$ cat src/rtl/pu_pkg.sv
// pu_pkg: shared definitions for the pu core decode path.
//   liop_e      - immediate-path select presented to the ALU stage
//   Opc*        - major opcode values found in ins[15:13]
//   Alu*        - ALU op codes
//   *Lsb / *Bit - bit positions of the fixed 16-bit instruction fields
//   opcode()    - extracts the major opcode from an instruction word
package pu_pkg;

  // Immediate-path select: pass-through, immediate operand, load low, load high.
  typedef enum logic [1:0] {
    LiThu = 2'd0,
    LiImm = 2'd1,
    LiLil = 2'd2,
    LiLih = 2'd3
  } liop_e;

  // Major opcodes in ins[15:13]; 011, 110 and 111 are undefined.
  localparam logic [2:0] OpcSys    = 3'b000;
  localparam logic [2:0] OpcCalImm = 3'b001;
  localparam logic [2:0] OpcLi     = 3'b010;
  localparam logic [2:0] OpcLmImm  = 3'b100;
  localparam logic [2:0] OpcSm     = 3'b101;

  // ALU op codes.
  localparam logic [2:0] AluAdd = 3'd0;
  localparam logic [2:0] AluSub = 3'd1;
  localparam logic [2:0] AluTru = 3'd2;

  // Field positions for the 16-bit instruction word.
  localparam int unsigned OpcLsb     = 13;
  localparam int unsigned SubBit     = 12; // CAL/LM select, LIL/LIH select, SUB select
  localparam int unsigned WadLsb     = 10;
  localparam int unsigned SmBrLsb    = 10; // SM puts its data register where wad normally sits
  localparam int unsigned ArLsb      = 8;
  localparam int unsigned LiBrLsb    = 8;  // LIL/LIH read their merge source from the A slot
  localparam int unsigned CalOpLsb   = 4;
  localparam int unsigned RegFormBit = 2;  // in the 000 group: 1 = register-form ALU/load
  localparam int unsigned HaltBit    = 0;  // in the 000 group: 1 = HALT, 0 = NOP
  localparam int unsigned BrLsb      = 0;

  function automatic logic [2:0] opcode(input logic [15:0] ins);
    return ins[15:13];
  endfunction

endpackage

$ cat src/rtl/pu_dec_comb.sv
// pu_dec_comb: purely combinational decode of one pu instruction word.
//   ins      in   instruction word
//   h        out  HALT
//   we       out  register write enable
//   wad      out  write register address
//   op       out  ALU op
//   arad     out  A read address
//   brad     out  B read address
//   liop     out  immediate-path select
//   iv       out  immediate value
//   dmwe     out  data-memory write
//   dms      out  data-memory select (load)
//   ua, ub   out  A / B read address is actually consumed (drives the load interlock)
//   illegal  out  undefined major opcode; decodes as NOP
module pu_dec_comb
  import pu_pkg::*;
#(
  parameter int unsigned CMDW  = 16,
  parameter int unsigned RAW   = 2,
  parameter int unsigned OPW   = 3,
  parameter int unsigned HALFW = 8
) (
  input  logic [CMDW-1:0]  ins,
  output logic             h,
  output logic             we,
  output logic [RAW-1:0]   wad,
  output logic [OPW-1:0]   op,
  output logic [RAW-1:0]   arad,
  output logic [RAW-1:0]   brad,
  output liop_e            liop,
  output logic [HALFW-1:0] iv,
  output logic             dmwe,
  output logic             dms,
  output logic             ua,
  output logic             ub,
  output logic             illegal
);

  logic [2:0]     opc;
  logic [RAW-1:0] f_wad;
  logic [RAW-1:0] f_ar;
  logic [RAW-1:0] f_br;
  logic [OPW-1:0] f_op_sub;

  assign opc      = opcode(ins[15:0]);
  assign f_wad    = ins[WadLsb +: RAW];
  assign f_ar     = ins[ArLsb +: RAW];
  assign f_br     = ins[BrLsb +: RAW];
  // Immediate forms only choose between ADD and SUB.
  assign f_op_sub = {{(OPW-1){1'b0}}, ins[SubBit]};

  always_comb begin
    h       = 1'b0;
    we      = 1'b0;
    wad     = '0;
    op      = '0;
    arad    = '0;
    brad    = '0;
    liop    = LiThu;
    iv      = '0;
    dmwe    = 1'b0;
    dms     = 1'b0;
    ua      = 1'b0;
    ub      = 1'b0;
    illegal = 1'b0;
    case (opc)
      OpcSys: begin
        if (ins[RegFormBit]) begin
          // CAL-reg or LM-reg share every field; only dms differs.
          we   = 1'b1;
          wad  = f_wad;
          arad = f_ar;
          brad = f_br;
          op   = ins[CalOpLsb +: OPW];
          dms  = ins[SubBit];
          ua   = 1'b1;
          ub   = 1'b1;
        end else begin
          h = ins[HaltBit];
        end
      end
      OpcCalImm: begin
        we   = 1'b1;
        wad  = f_wad;
        arad = f_ar;
        op   = f_op_sub;
        liop = LiImm;
        iv   = ins[HALFW-1:0];
        ua   = 1'b1;
      end
      OpcLi: begin
        we   = 1'b1;
        wad  = f_wad;
        brad = ins[LiBrLsb +: RAW];
        op   = OPW'(AluTru);
        liop = ins[SubBit] ? LiLih : LiLil;
        iv   = ins[HALFW-1:0];
        ub   = 1'b1;
      end
      OpcLmImm: begin
        we   = 1'b1;
        wad  = f_wad;
        dms  = 1'b1;
        arad = f_ar;
        op   = f_op_sub;
        liop = LiImm;
        iv   = ins[HALFW-1:0];
        ua   = 1'b1;
      end
      OpcSm: begin
        brad = ins[SmBrLsb +: RAW];
        arad = f_ar;
        op   = f_op_sub;
        liop = LiImm;
        iv   = ins[HALFW-1:0];
        dmwe = 1'b1;
        ua   = 1'b1;
        ub   = 1'b1;
      end
      default: illegal = 1'b1;
    endcase
  end

endmodule

$ cat src/rtl/pu_dec_stage.sv
// pu_dec_stage: registered instruction-decode stage between fetch and the regfile/ALU stage.
//   clk, rst_n            clock, synchronous active-low reset
//   in_valid / in_ready   fetch handshake; ins is consumed when both are high
//   ins                   instruction word
//   out_valid / out_ready downstream handshake for the registered decoded fields
//   h, we, wad, op, arad, brad, liop, iv, dmwe, dms   decoded control fields
//   illegal               one-cycle pulse with the first out_valid of an undefined opcode
//   halted                sticky once a HALT is accepted; cleared only by reset
// A load shadow of LD_LAT entries tracks in-flight loads so a dependent instruction is
// held back until the loaded value is available.
module pu_dec_stage
  import pu_pkg::*;
#(
  parameter int unsigned CMDW   = 16,
  parameter int unsigned RAW    = 2,
  parameter int unsigned OPW    = 3,
  parameter int unsigned HALFW  = 8,
  parameter int unsigned LD_LAT = 1
) (
  input  logic             clk,
  input  logic             rst_n,
  input  logic             in_valid,
  output logic             in_ready,
  input  logic [CMDW-1:0]  ins,
  output logic             out_valid,
  input  logic             out_ready,
  output logic             h,
  output logic             we,
  output logic [RAW-1:0]   wad,
  output logic [OPW-1:0]   op,
  output logic [RAW-1:0]   arad,
  output logic [RAW-1:0]   brad,
  output logic [1:0]       liop,
  output logic [HALFW-1:0] iv,
  output logic             dmwe,
  output logic             dms,
  output logic             illegal,
  output logic             halted
);

  if (CMDW != 16) begin : g_bad_cmdw
    $fatal(1, "pu_dec_stage: CMDW must be 16");
  end
  if (LD_LAT < 1 || LD_LAT > 4) begin : g_bad_ld_lat
    $fatal(1, "pu_dec_stage: LD_LAT must be 1..4");
  end

  // Combinational decode of the candidate instruction.
  logic             d_h;
  logic             d_we;
  logic [RAW-1:0]   d_wad;
  logic [OPW-1:0]   d_op;
  logic [RAW-1:0]   d_arad;
  logic [RAW-1:0]   d_brad;
  liop_e            d_liop;
  logic [HALFW-1:0] d_iv;
  logic             d_dmwe;
  logic             d_dms;
  logic             d_ua;
  logic             d_ub;
  logic             d_illegal;

  pu_dec_comb #(
    .CMDW  (CMDW),
    .RAW   (RAW),
    .OPW   (OPW),
    .HALFW (HALFW)
  ) u_dec_comb (
    .ins     (ins),
    .h       (d_h),
    .we      (d_we),
    .wad     (d_wad),
    .op      (d_op),
    .arad    (d_arad),
    .brad    (d_brad),
    .liop    (d_liop),
    .iv      (d_iv),
    .dmwe    (d_dmwe),
    .dms     (d_dms),
    .ua      (d_ua),
    .ub      (d_ub),
    .illegal (d_illegal)
  );

  // Output register.
  logic             out_valid_q;
  logic             h_q;
  logic             we_q;
  logic [RAW-1:0]   wad_q;
  logic [OPW-1:0]   op_q;
  logic [RAW-1:0]   arad_q;
  logic [RAW-1:0]   brad_q;
  liop_e            liop_q;
  logic [HALFW-1:0] iv_q;
  logic             dmwe_q;
  logic             dms_q;
  logic             illegal_q;
  logic             halted_q;

  // Load shadow: entry i holds a load issued i+1 advances ago.
  logic [LD_LAT-1:0]          sh_ld_q;
  logic [LD_LAT-1:0][RAW-1:0] sh_wad_q;

  logic adv;
  logic hazard;
  logic accept;

  assign adv      = !out_valid_q || out_ready;
  assign in_ready = adv && !hazard && !halted_q && rst_n;
  assign accept   = in_valid && in_ready;

  always_comb begin
    hazard = 1'b0;
    for (int i = 0; i < LD_LAT; i++) begin
      if (sh_ld_q[i] && ((d_ua && (d_arad == sh_wad_q[i])) ||
                         (d_ub && (d_brad == sh_wad_q[i])))) begin
        hazard = 1'b1;
      end
    end
  end

  always_ff @(posedge clk) begin
    if (!rst_n) begin
      sh_ld_q  <= '0;
      sh_wad_q <= '0;
    end else if (adv) begin
      sh_ld_q[0]  <= accept && d_dms;
      sh_wad_q[0] <= d_wad;
      for (int i = 1; i < LD_LAT; i++) begin
        sh_ld_q[i]  <= sh_ld_q[i-1];
        sh_wad_q[i] <= sh_wad_q[i-1];
      end
    end
  end

  always_ff @(posedge clk) begin
    if (!rst_n) begin
      out_valid_q <= 1'b0;
      h_q         <= 1'b0;
      we_q        <= 1'b0;
      wad_q       <= '0;
      op_q        <= '0;
      arad_q      <= '0;
      brad_q      <= '0;
      liop_q      <= LiThu;
      iv_q        <= '0;
      dmwe_q      <= 1'b0;
      dms_q       <= 1'b0;
      illegal_q   <= 1'b0;
      halted_q    <= 1'b0;
    end else begin
      // Pulse only on the edge that accepts the undefined word.
      illegal_q <= accept && d_illegal;
      if (accept) begin
        out_valid_q <= 1'b1;
        h_q         <= d_h;
        we_q        <= d_we;
        wad_q       <= d_wad;
        op_q        <= d_op;
        arad_q      <= d_arad;
        brad_q      <= d_brad;
        liop_q      <= d_liop;
        iv_q        <= d_iv;
        dmwe_q      <= d_dmwe;
        dms_q       <= d_dms;
        if (d_h) begin
          halted_q <= 1'b1;
        end
      end else if (adv) begin
        // Bubble: fields keep their last values.
        out_valid_q <= 1'b0;
      end
    end
  end

  assign out_valid = out_valid_q;
  assign h         = h_q;
  assign we        = we_q;
  assign wad       = wad_q;
  assign op        = op_q;
  assign arad      = arad_q;
  assign brad      = brad_q;
  assign liop      = liop_q;
  assign iv        = iv_q;
  assign dmwe      = dmwe_q;
  assign dms       = dms_q;
  assign illegal   = illegal_q;
  assign halted    = halted_q;

endmodule

$ cat config.mk
export PLATFORM = sky130hd
export DESIGN_NAME = pu_dec_stage
export DESIGN_NICKNAME = d
export VERILOG_FILES = /design/src/rtl/pu_pkg.sv /design/src/rtl/pu_dec_comb.sv /design/src/rtl/pu_dec_stage.sv
export SDC_FILE = /design/constraint.sdc
export NUM_CORES = 1
export LEC_CHECK = 0
export CORE_MARGIN = 2
export CORE_UTILIZATION = 45
export DETAILED_ROUTE_END_ITERATION = 10
export GPL_TIMING_DRIVEN = 1
export PLACE_DENSITY = 0.77
export SLEW_MARGIN = 20
export SYNTH_ARGS = -nofsm -noshare
export SYNTH_HDL_FRONTEND = slang
export SYNTH_SLANG_ARGS = --single-unit
$ cat constraint.sdc
create_clock -name clk -period 2.7 [get_ports clk]
set_input_delay 0.54 -clock clk [delete_from_list [all_inputs] [get_ports clk]]
set_output_delay 0.54 -clock clk [all_outputs]
set_load 0.005 [all_outputs]
# [Word level (Yosys, flattened, before mapping)]
# Index checks and enable logic that the tools add are counted.
# W data, S select, Z words.
[totals] regBits=29 input_bits=20 word_cells=67
[classes] n_eq_ne=6 mux=24 n_reduce_logical=22
[op_table] op="$pmux W2 S2" count=3
[op_table] op="$mux W1" count=10
[op_table] op="$logic_and A1 B1 Y1" count=9
[op_table] op="$pmux W3 S3" count=1
[op_table] op="$mux W8" count=1
[op_table] op="$pmux W1 S2" count=4
[op_table] op="$eq A3 B3 Y1 const B" count=2
[op_table] op="$mux W2" count=3
[op_table] op="$pmux W2 S3" count=1
[op_table] op="$reduce_or A3 Y1" count=2
[op_table] op="$reduce_or A5 Y1" count=1
[op_table] op="$eq A2 B2 Y1" count=2
[op_table] op="$reduce_or A4 Y1" count=1
[op_table] op="$eq A3 B1 Y1 const B" count=1
[op_table] op="$eq A3 B2 Y1 const B" count=1
[op_table] op="$logic_not A1 Y1" count=3
[op_table] op="$logic_not A3 Y1" count=1
[op_table] op="$mux W3" count=1
[op_table] op="$logic_or A1 B1 Y1" count=2
[op_table] op="$reduce_and A2 Y1" count=1
[op_table] op="$reduce_bool A2 Y1" count=1
[op_table] op="$reduce_or A2 Y1" count=1

# [Logic depth before layout (Yosys ltp)]
# Gate-level depths: netlist of run 1.
[logic_depth] word_depth=14 depth_mapped=9 depth_no_buf=6

# [By module]
# From an unflattened synthesis of run 1, not the netlist that was laid out.
[hier_totals] hier_cells=178 hier_area_um2=1594.0
[by_module_without_submodules] mod="pu_dec_stage" n_inst=1 cells_each=133 area_per_inst_um2=1187.4 seq_area_each_um2=580.6
[by_module_without_submodules] mod="pu_dec_comb" n_inst=1 cells_each=45 area_per_inst_um2=406.6 seq_area_each_um2=0.0

# [Worst setup path before layout of run 1]
# Ideal clock, no wire load.
[synth_timing] path_type="input to output" from="input ins[15]" to="output in_ready" arrival_time_ns=1.955 setup_slack_ns=0.205 stages=7 cell_sequence="buf_6 > and3b_1 > a222oi_1 > xor2_1 > a32oi_1 > nor2_1 > nor4b_1"
[synth_via] elab_chain_len=12
[synth_rtl] element="start: declaration" line="pu_dec_stage.sv:24" rtl="input logic [CMDW-1:0] ins,"
[synth_rtl] element="$eq A3 B1 Y1 or $eq A3 B3 Y1 (tied branches)" line="pu_dec_comb.sv:66" rtl="case (opc)"
[synth_rtl] element="$reduce_or A3 Y1 (no line)"
[synth_rtl] element="$pmux W2 S2" line="pu_dec_comb.sv:66"
[synth_rtl] element="$eq A2 B2 Y1" line="pu_dec_stage.sv:115" rtl="if (sh_ld_q[i] && ((d_ua && (d_arad == sh_wad_q[i])) ||"
[synth_rtl] element="$logic_and A1 B1 Y1" line="pu_dec_stage.sv:115"
[synth_rtl] element="$logic_or A1 B1 Y1 (*)" line="pu_dec_stage.sv:115"
[synth_rtl] element="$logic_and A1 B1 Y1 (*)" line="pu_dec_stage.sv:115"
[synth_rtl] element="$mux W1 (*)" line="pu_dec_stage.sv:115"
[synth_rtl] element="$logic_not A1 Y1 (*)" line="pu_dec_stage.sv:109" rtl="assign in_ready = adv && !hazard && !halted_q && rst_n;"
[synth_rtl] element="$logic_and A1 B1 Y1 (*) (3 in series)" line="pu_dec_stage.sv:109"
[synth_rtl] element="end: declaration" line="pu_dec_stage.sv:23" rtl="output logic in_ready,"
# Mark *: on every way between the ends. The rest lies on a longest branch, timed or not.

# [Worst setup path in the final report of run 1]
[layout_timing] from="input ins[9]" to="output in_ready"
[layout_via] elab_chain_len=11
[layout_rtl] element="$mux W2" line="pu_dec_comb.sv:68" rtl="if (ins[RegFormBit]) begin"
[layout_rtl] element="$pmux W2 S2" line="pu_dec_comb.sv:66"
[layout_rtl] element="$eq A2 B2 Y1" line="pu_dec_stage.sv:115"
[layout_rtl] element="$logic_and A1 B1 Y1" line="pu_dec_stage.sv:115"
[layout_rtl] element="$logic_or A1 B1 Y1 (*)" line="pu_dec_stage.sv:115"
[layout_rtl] element="$logic_and A1 B1 Y1 (*)" line="pu_dec_stage.sv:115"
[layout_rtl] element="$mux W1 (*)" line="pu_dec_stage.sv:115"
[layout_rtl] element="$logic_not A1 Y1 (*)" line="pu_dec_stage.sv:109"
[layout_rtl] element="$logic_and A1 B1 Y1 (*) (3 in series)" line="pu_dec_stage.sv:109"
# Marked as above.

==> out/qor.yml, run 1 <==
holdBufCountCts: 0
numCtsBuffers: 5
path_cells: "clkdlybuf4s50_1, a222oi_1, buf_4, xor2_1, a32oi_1, nor2_1, nor4b_2, buf_2"
avgRoutedWirePerCell_um: 14.6
htree_num_levels: 2
synth_commonest_cells: "nand2_1 (44), dfxtp_1 (29), mux2i_1 (23)"
worst_slew_pin_slew_ns: 0.441
fmax_mhz: 352
netlist_area_sq_um: 1400
dp_hpwl_um: 2700
grt_max_degree: 31
core_sq_um: 3000
ios: 47
cts_tree: "done"
fin_skew_ns: 0.00856
cp.arrival_ns: 2.30
n_antenna_cell: 0
rows: 20
gr-total-overflow: 0
fin_crit_ns: 2.84
synth_area_leaders: "dfxtp_1 (41%), mux2i_1 (16%), nand2_1 (12%), buf_12 (2.9%), xor2_1 (2.5%)"
first_pass_iters: 4
fin_nets: 236
synth_cell_types: 36
holdCritStartpoint: "iv[0]"
ir_worst_vdd_v: 0.000364
clk_pin_slew_ns: 0.09
dieArea_sq_um: 3570
setup-violations-final: 1
violations: "negative setup slack"
setup_slack_ns: -0.144
synth_edf_count: 0
cp_top_family: "buffers and inverters"
p_leak_nw: 0.923
ys_ff_latch: 29
crit_type: "input port to output port"
synth_top_flop_cell: "dfxtp_1"
required_ns: 2.16
cp_max_fo: 2
ant_nets: 0
slowest_stage: "clkdlybuf4s50_1"
ys.warnings.count: 0
critPathMaxStageDelay_ns: 0.45
synthCells: 152
cts.sink_count: 29
fin_crit_sh_pct: 105
setup_tns_ns: -0.144
routed-via-count: 1301
start_util_pct: 46.6
final_layout_size_suffix_gt1_share_pct: 17.5
power_density_nw_per_um2: 447
totalWireLength_um: 3640
rsz0062_at_grt: "true"
cts_max_path_buffers: 2
yosysSeqAreaShare_pct: 41.5
path_buf_inv: 3
reg2reg_from: "sh_wad_q[1]"
grt_pass1_vias: 1302
synth-async-reset-ratio_pct: 0
die_x_um: 59.8
drc: 0
grt_pass1_wl_um: 5580
yosysMostFrequentCell: "nand2_1"
drt_iter0_drc: 28
avgSynthCellArea_sq_um: 9.21
cts_root_buf: "clkbuf_4"
viasPerCell: 5.20
synth_top_area_share_pct: 41.5
start_kind: "input port"
yosys.area.top_type: "dfxtp_1"
synth_fp_nets: 172
grt_usage_pct: 20.9
stdcell_count: 250
port_buffers: 46
gp_congestion: 0.875
dpl.cell_count: 240
status: "finished, violations left"
end_kind: "output port"
nFillCells: 269
area_growth_pct: 44.2
fin_util_pct: 67.3
crit_start: "ins[9]"
clock_latency_ns: 0.33
die_y_um: 59.8
hold_path.class: "flip-flop to flip-flop"
cap_viol_max_count: 0
final_max_slew_viol_count: 0
slew_headroom_pct: 70.6
antenna_found_initial: 0
hold_violations: 0
==> metrics by stage <==
stage | setup WS [ns] | instance area [sq um] | hold slack (ns) | power [mW]
floorplan | 0.205 | 1400 | 0.441 | 0.557
global placement | -0.788 | 1940 | 0.443 | 0.647
detailed placement | -0.837 | 1940 | 0.453 | 0.653
CTS | -0.196 | 2000 | 0.467 | 0.907
global route | -0.189 | 2020 | 0.497 | 0.944
finish | -0.144 | 2020 | 0.463 | 0.903
==> sequential cells by signal, indices dropped and copies added (netlist names) <==
name / count
wad: 2
dmwe: 1
halted: 1
op: 3
h: 1
illegal: 1
out_valid: 1
sh_wad_q: 2
iv: 8
liop: 2
we: 1
sh_ld_q: 1
brad: 2
arad: 2
dms: 1
==> power by group <==
group	switching, mW	internal (mW)
sequential	0.0107	0.446
combinational	0.0816	0.107
clock	0.159	0.0979
==> cells by family (layout without fill, tap and decap cells) <==
family / count (synthesis) / count (layout) / share of synthesized area, %
AND/OR/NAND/NOR: 67 / 67 / 22.3
flip-flops: 29 / 29 / 41.5
multiplexers: 23 / 23 / 16.4
AO/OA/AOI/OAI: 14 / 14 / 6.88
buffers and inverters: 13 / 78 / 9.03
XOR/XNOR: 5 / 5 / 3.13
adder cells (fa/ha/maj): 1 / 1 / 0.715
==> layer usage <==
metal	wire [um]	part of all wire, %	global-route usage, %
met1	1520	42	25.1
met2	1810	50	34.8
met3	240	6.6	6.93
met4	66	1.8	7.62
met5	0	0	0
==> tightest hold or removal path: cells and delay by family (launching register included) <==
kind	cells	cell delay, ns
AND/OR/NAND/NOR	1	0.05
flip-flops	1	0.32
multiplexers	1	0.05
==> final timing paths <==
kind               to  slack, ns  cells after the start
max          in_ready      -0.14                      8
max reg2reg     iv[4]       1.10                      6
min             iv[0]       0.46                      2
min reg2reg     iv[0]       0.46                      2
==> cell usage in the layout (no fill, tap or decap), drive strengths merged, types with 3 or more instances in the layout <==
cell and n:
xor2 4, nor2 8, dfxtp 29, clkinv 3
nand2 44, buf 23, and2 3, clkdlybuf4s50 38
o21ai 6, clkbuf 7, mux2i 23, dlymetal6s2s 4
==> timing repair <==
item | 4_1_cts | 5_1_grt
pin swaps | 6 | 9
setup buffers | 1 | 2
setup endpoints to repair | 1 | 1
gates resized for setup | 9 | 13
==> final cells by class <==
| type | instances | area (sq um) | share of cell area [%] |
|---|---|---|---|
| Sequential cell | 29 | 581 | 28.7 |
| Timing Repair Buffer | 67 | 627 | 31.0 |
| Clock buffer | 5 | 37.5 | 1.86 |
| Tap cell | 33 | 41.3 | 2.04 |
| Clock inverter | 3 | 17.5 | 0.867 |
| Inverter | 3 | 11.3 | 0.558 |
| Multi-Input combinational cell | 110 | 704 | 34.9 |
Note: power is estimated with default switching activity, not from simulation.
==> run 2, diff against run 1 <==
--- a/config.mk
+++ b/config.mk
@@ -6,10 +6,11 @@
 export NUM_CORES = 1
 export LEC_CHECK = 0
 export CORE_MARGIN = 2
-export CORE_UTILIZATION = 45
+export CORE_UTILIZATION = 47
+export CTS_BUF_LIST = sky130_fd_sc_hd__clkbuf_4 sky130_fd_sc_hd__clkbuf_8
 export DETAILED_ROUTE_END_ITERATION = 10
 export GPL_TIMING_DRIVEN = 1
-export PLACE_DENSITY = 0.77
+export PLACE_DENSITY = 0.8
 export SLEW_MARGIN = 20
 export SYNTH_ARGS = -nofsm -noshare
 export SYNTH_HDL_FRONTEND = slang
==> out/qor.yml, run 2 (synthesis gave the netlist of run 1 again) <==
status: "finished, violations left"
violations: "design-rule violations, negative setup slack"
drt_iter0_drc: 57
slowest_stage: "a222oi_1"
power_switching_share_pct: 23.5
die_y_um: 58.6
clock_power_share_pct: 36.9
core_sq_um: 2810
mostFrequentLayoutCell: "nand2_1"
dpl.cell_count: 237
fin_nets: 237
cts_root_buf: "clkbuf_4"
clock_latency_ns: 0.32
setup-violations-final: 1
drc: 4
routed-via-count: 1315
setup_tns_ns: -0.222
p_switching_mw: 0.241
crit_type: "input port to output port"
start_kind: "input port"
gr-total-overflow: 0
rsz0062_at_grt: "true"
cts.sink_count: 29
hold_slack_ns: 0.464
slew_headroom_pct: 79.5
cap_viol_max_count: 0
clk_pin_slew_ns: 0.09
multiInputGateArea_sq_um: 704
largest_reg_flops: 8
most-common-layout-cells: "nand2_1 (44), clkdlybuf4s50_1 (41), dfxtp_1 (29)"
cp_max_fo: 8
grt_pass1_wl_um: 6310
setup_slack_ns: -0.222
path_buf_inv: 3
cts_max_path_buffers: 2
rows: 19
stdcell_count: 249
nFillCells: 233
critPathMaxStageDelay_ns: 0.32
path_cells: "clkdlybuf4s15_2, and3b_1, a222oi_1, buf_4, xor2_1, a32oi_1, nor2_1, nor4b_2, buf_2"
final_layout_size_suffix_gt1_share_pct: 17.9
area_growth_pct: 46.5
required_ns: 2.16
cp.arrival_ns: 2.38
grt_pass1_vias: 1329
p_comb_share_pct: 18.5
power_density_nw_per_um2: 501
hold_violations: 0
fin_crit_ns: 2.92
ios: 47
first_pass_iters: 7
fin_crit_sh_pct: 108
r2r_cells: 6
grt_max_degree: 31
p_seq_share_pct: 44.5
totalWireLength_um: 3800
fmax_mhz: 342
avgRoutedWirePerCell_um: 15.2
hold_path.class: "flip-flop to flip-flop"
hold_depth: 2
seqCellArea_sq_um: 581
dieArea_sq_um: 3430
p_int_mw: 0.785
dp_hpwl_um: 2700
fin_skew_ns: 0.00438
viasPerCell: 5.28
holdCritStartpoint: "arad[1]"
final_max_slew_viol_count: 0
n_antenna_cell: 0
die_x_um: 58.6
htree_num_levels: 2
reg2reg_setup_slack_ns: 1.05
cts_tree: "done"
antenna_found_initial: 0
cp_top_family: "buffers and inverters"
hold_path_end: "arad[1]"
start_util_pct: 49.9
reg2reg_from: "sh_wad_q[1]"
worst_slew_pin_slew_ns: 0.304
r2r-end: "brad[0]"
p_leak_nw: 0.913
end_kind: "output port"
ir_worst_vdd_v: 0.000325
gp_congestion: 0.884
port_buffers: 46
grt_usage_pct: 24.8
numCtsBuffers: 5
ant_nets: 0
## run 2: cell types whose count changed in the layout (fill, tap and decap cells not counted), moves of 2 or more
cell             previous run  this run
dlymetal6s2s_1              4         0
buf_2                       1         3
clkbuf_2                    2         0
clkinv_2                    2         0
clkdlybuf4s50_1            38        41
## run 2: worst max-delay path by stage
stage	slack, ns	depth (start not counted)	to	startpoint
CTS	-0.27	9	in_ready	ins[13]
global placement	-0.83	8	in_ready	ins[13]
floorplan	0.20	7	in_ready	ins[15]
global route	-0.33	9	in_ready	ins[13]
finish	-0.22	9	in_ready	ins[13]
detailed placement	-1.07	8	in_ready	ins[13]
## run 2: area by class of cell
class	instances	area share [%]
Clock buffer	7	2.87
Clock inverter	1	1.46
Inverter	3	0.549
Multi-Input combinational cell	110	34.4
Sequential cell	29	28.3
Tap cell	31	1.89
Timing Repair Buffer	68	30.6
## run 2: stage by stage
stage               setup slack, ns  total power, mW  utilization (%)  cell area [sq um]
floorplan                     0.205            0.557                -               1400
global placement             -0.830            0.646             68.9               1930
detailed placement            -1.07            0.651             68.9               1930
CTS                          -0.269             1.04             73.1               2050
global route                 -0.328             1.07             73.1               2050
finish                       -0.222             1.03             73.1               2050
## run 2: timing repair
action / CTS / global route
resized for setup: 18 / 1
pin swaps: 7 / 6
buffers inserted: 3 / 2
hold buffers: 0 / 0
setup endpoints to repair: 27 / 1
cloned: 0 / 0
## run 2: power groups by stage
stage / clock [mW] / sequential, mW / combinational [mW]
3_3_place_gp: 0 / 0.466 / 0.180
4_1_cts: 0.392 / 0.457 / 0.189
3_5_place_dp: 0 / 0.467 / 0.185
5_1_grt: 0.410 / 0.460 / 0.205
2_1_floorplan: 0 / 0.467 / 0.0893
6_report: 0.379 / 0.457 / 0.190
## run 2: worst register-to-register path, stage by stage, from the launching register on
cell and delay [ns]:
dfxtp_1 0.40, xor2_1 0.21, a32oi_1 0.15, buf_4 0.16, o21ai_2 0.19, buf_4 0.26
mux2i_1 0.21
## run 2: per-layer routing
| layer | wire length [um] | GRT usage, % |
|---|---|---|
| met2 | 1890 | 42.5 |
| met4 | 87 | 8.77 |
| met3 | 269 | 7.69 |
| met5 | 0 | 0 |
| met1 | 1550 | 29.2 |
==> run 3, diff against run 2 <==
--- a/config.mk
+++ b/config.mk
@@ -5,12 +5,14 @@
 export SDC_FILE = /design/constraint.sdc
 export NUM_CORES = 1
 export LEC_CHECK = 0
-export CORE_MARGIN = 2
-export CORE_UTILIZATION = 47
+export CELL_PAD_IN_SITES_DETAIL_PLACEMENT = 0
+export CELL_PAD_IN_SITES_GLOBAL_PLACEMENT = 1
+export CORE_MARGIN = 1
+export CORE_UTILIZATION = 34
 export CTS_BUF_LIST = sky130_fd_sc_hd__clkbuf_4 sky130_fd_sc_hd__clkbuf_8
 export DETAILED_ROUTE_END_ITERATION = 10
 export GPL_TIMING_DRIVEN = 1
-export PLACE_DENSITY = 0.8
+export PLACE_DENSITY = 0.79
 export SLEW_MARGIN = 20
 export SYNTH_ARGS = -nofsm -noshare
 export SYNTH_HDL_FRONTEND = slang
==> out/qor.yml, run 3 (synthesis gave the netlist of run 1 again) <==
setup_slack_ns: -0.0794
n_antenna_cell: 0
gr-total-overflow: 0
cts_max_path_buffers: 2
grt_pass1_vias: 1184
most-common-layout-cells: "nand2_1 (44), clkdlybuf4s50_1 (39), dfxtp_1 (29)"
start_kind: "input port"
reg2reg_setup_slack_ns: 1.03
r2r_cells: 7
start_util_pct: 36.9
rows: 22
routed-via-count: 1287
worst_slew_pin_slew_ns: 0.436
area_growth_pct: 50.3
fin_crit_ns: 2.78
avgRoutedWirePerCell_um: 13.4
ant_nets: 0
first_pass_iters: 6
fin_crit_sh_pct: 103
drt_iter0_drc: 75
r2r-end: "wad[1]"
rsz0062_at_grt: "true"
required_ns: 2.16
cp.arrival_ns: 2.24
hold_slack_ns: 0.455
die_y_um: 66.2
violations: "negative setup slack"
p_leak_nw: 0.928
final_max_slew_viol_count: 0
preCtsSetupSlack_ns: -0.876
end_kind: "output port"
cts.sink_count: 29
grt_pass1_wl_um: 5830
setup-violations-final: 1
core_sq_um: 3800
fin_nets: 238
grt_usage_pct: 18.4
power_density_nw_per_um2: 533
htree_num_levels: 2
viasPerCell: 4.82
clock_latency_ns: 0.28
setup_tns_ns: -0.0794
cp_max_fo: 3
port_buffers: 46
totalWireLength_um: 3580
ir_worst_vdd_v: 0.000260
clk_pin_slew_ns: 0.06
dieArea_sq_um: 4380
cts_tree: "done"
fin_util_pct: 55.4
holdBufCountCts: 0
antenna_found_initial: 0
grt_max_degree: 31
numCtsBuffers: 5
hold_path.class: "flip-flop to flip-flop"
nFillCells: 337
hold_path_end: "brad[1]"
fin_skew_ns: 0.00457
mostFrequentLayoutCell: "nand2_1"
cap_viol_max_count: 0
crit_type: "input port to output port"
fmax_mhz: 360
reg2reg_from: "sh_wad_q[0]"
cts_root_buf: "clkbuf_8"
holdCritStartpoint: "brad[1]"
largest_reg_flops: 8
drc: 0
status: "finished, violations left"
hold_violations: 0
dp_hpwl_um: 2690
ios: 47
slew_headroom_pct: 71.0
die_x_um: 66.2
hold_depth: 2
gp_congestion: 0.819
final_layout_size_suffix_gt1_share_pct: 17.8
[run 3: changes by cell type in the layout (fill, tap and decap cells not counted), sizes merged]
cell | before | now
clkdlybuf4s15 | 1 | 0
clkdlybuf4s50 | 41 | 39
buf | 25 | 27
dlygate4sd2 | 1 | 3
[run 3: power by group]
group	internal (mW)	leakage, nW	total [mW]	switching [mW]
sequential	0.447	0.236	0.457	0.0105
combinational	0.110	0.630	0.189	0.0793
clock	0.310	0.0619	0.476	0.165
total	0.867	0.928	1.12	0.255
[run 3: metal layers]
layer	track usage (%)	part of all wire, %	up-vias
met3	6.03	6.1	7
li1	-	-	639
met2	28.3	47	47
met1	24.0	46	594
met5	0	0	-
met4	6.38	1.5	0
[run 3: stage by stage]
| step | instance area, sq um | std cells | power [mW] |
|---|---|---|---|
| finish | 2100 | 267 | 1.12 |
| global route | 2100 | 267 | 1.19 |
| CTS | 2100 | 267 | 1.14 |
| detailed placement | 1960 | 256 | 0.652 |
| global placement | 1960 | 256 | 0.649 |
| floorplan | 1400 | 152 | 0.557 |
[run 3: critical path: stages]
cell	delay (ns)
buf_6	0.10
buf_6	0.11
nor4b_4	0.35
a222oi_1	0.14
buf_4	0.16
xor2_1	0.16
a32oi_1	0.25
nor2_1	0.08
nor4b_2	0.20
buf_2	0.15
[run 3: area by class of cell]
cell class | instances | area (sq um) | share of cell area (%)
tap | 48 | 60.1 | 2.85
clock inverter | 1 | 30.0 | 1.43
multi-input combinational | 110 | 699 | 33.2
sequential | 29 | 581 | 27.6
clock buffer | 7 | 90.1 | 4.28
timing repair buffer | 69 | 633 | 30.1
inverter | 3 | 11.3 | 0.535
[run 3: worst max-delay path by stage]
stage	from	endpoint	slack, ns	depth (start not counted)
final	ins[13]	in_ready	-0.08	10
after global routing	ins[13]	in_ready	-0.22	10
after CTS	ins[14]	in_ready	-0.14	10
after detailed placement	ins[14]	in_ready	-0.88	9
after global placement	ins[14]	in_ready	-0.75	8
after floorplan	ins[15]	in_ready	0.20	7
[run 3: timing repair]
item	4_1_cts	5_1_grt
buffers inserted	4	1
resized for setup	25	0
pin swaps	8	5
endpoints found under the setup margin	1	1
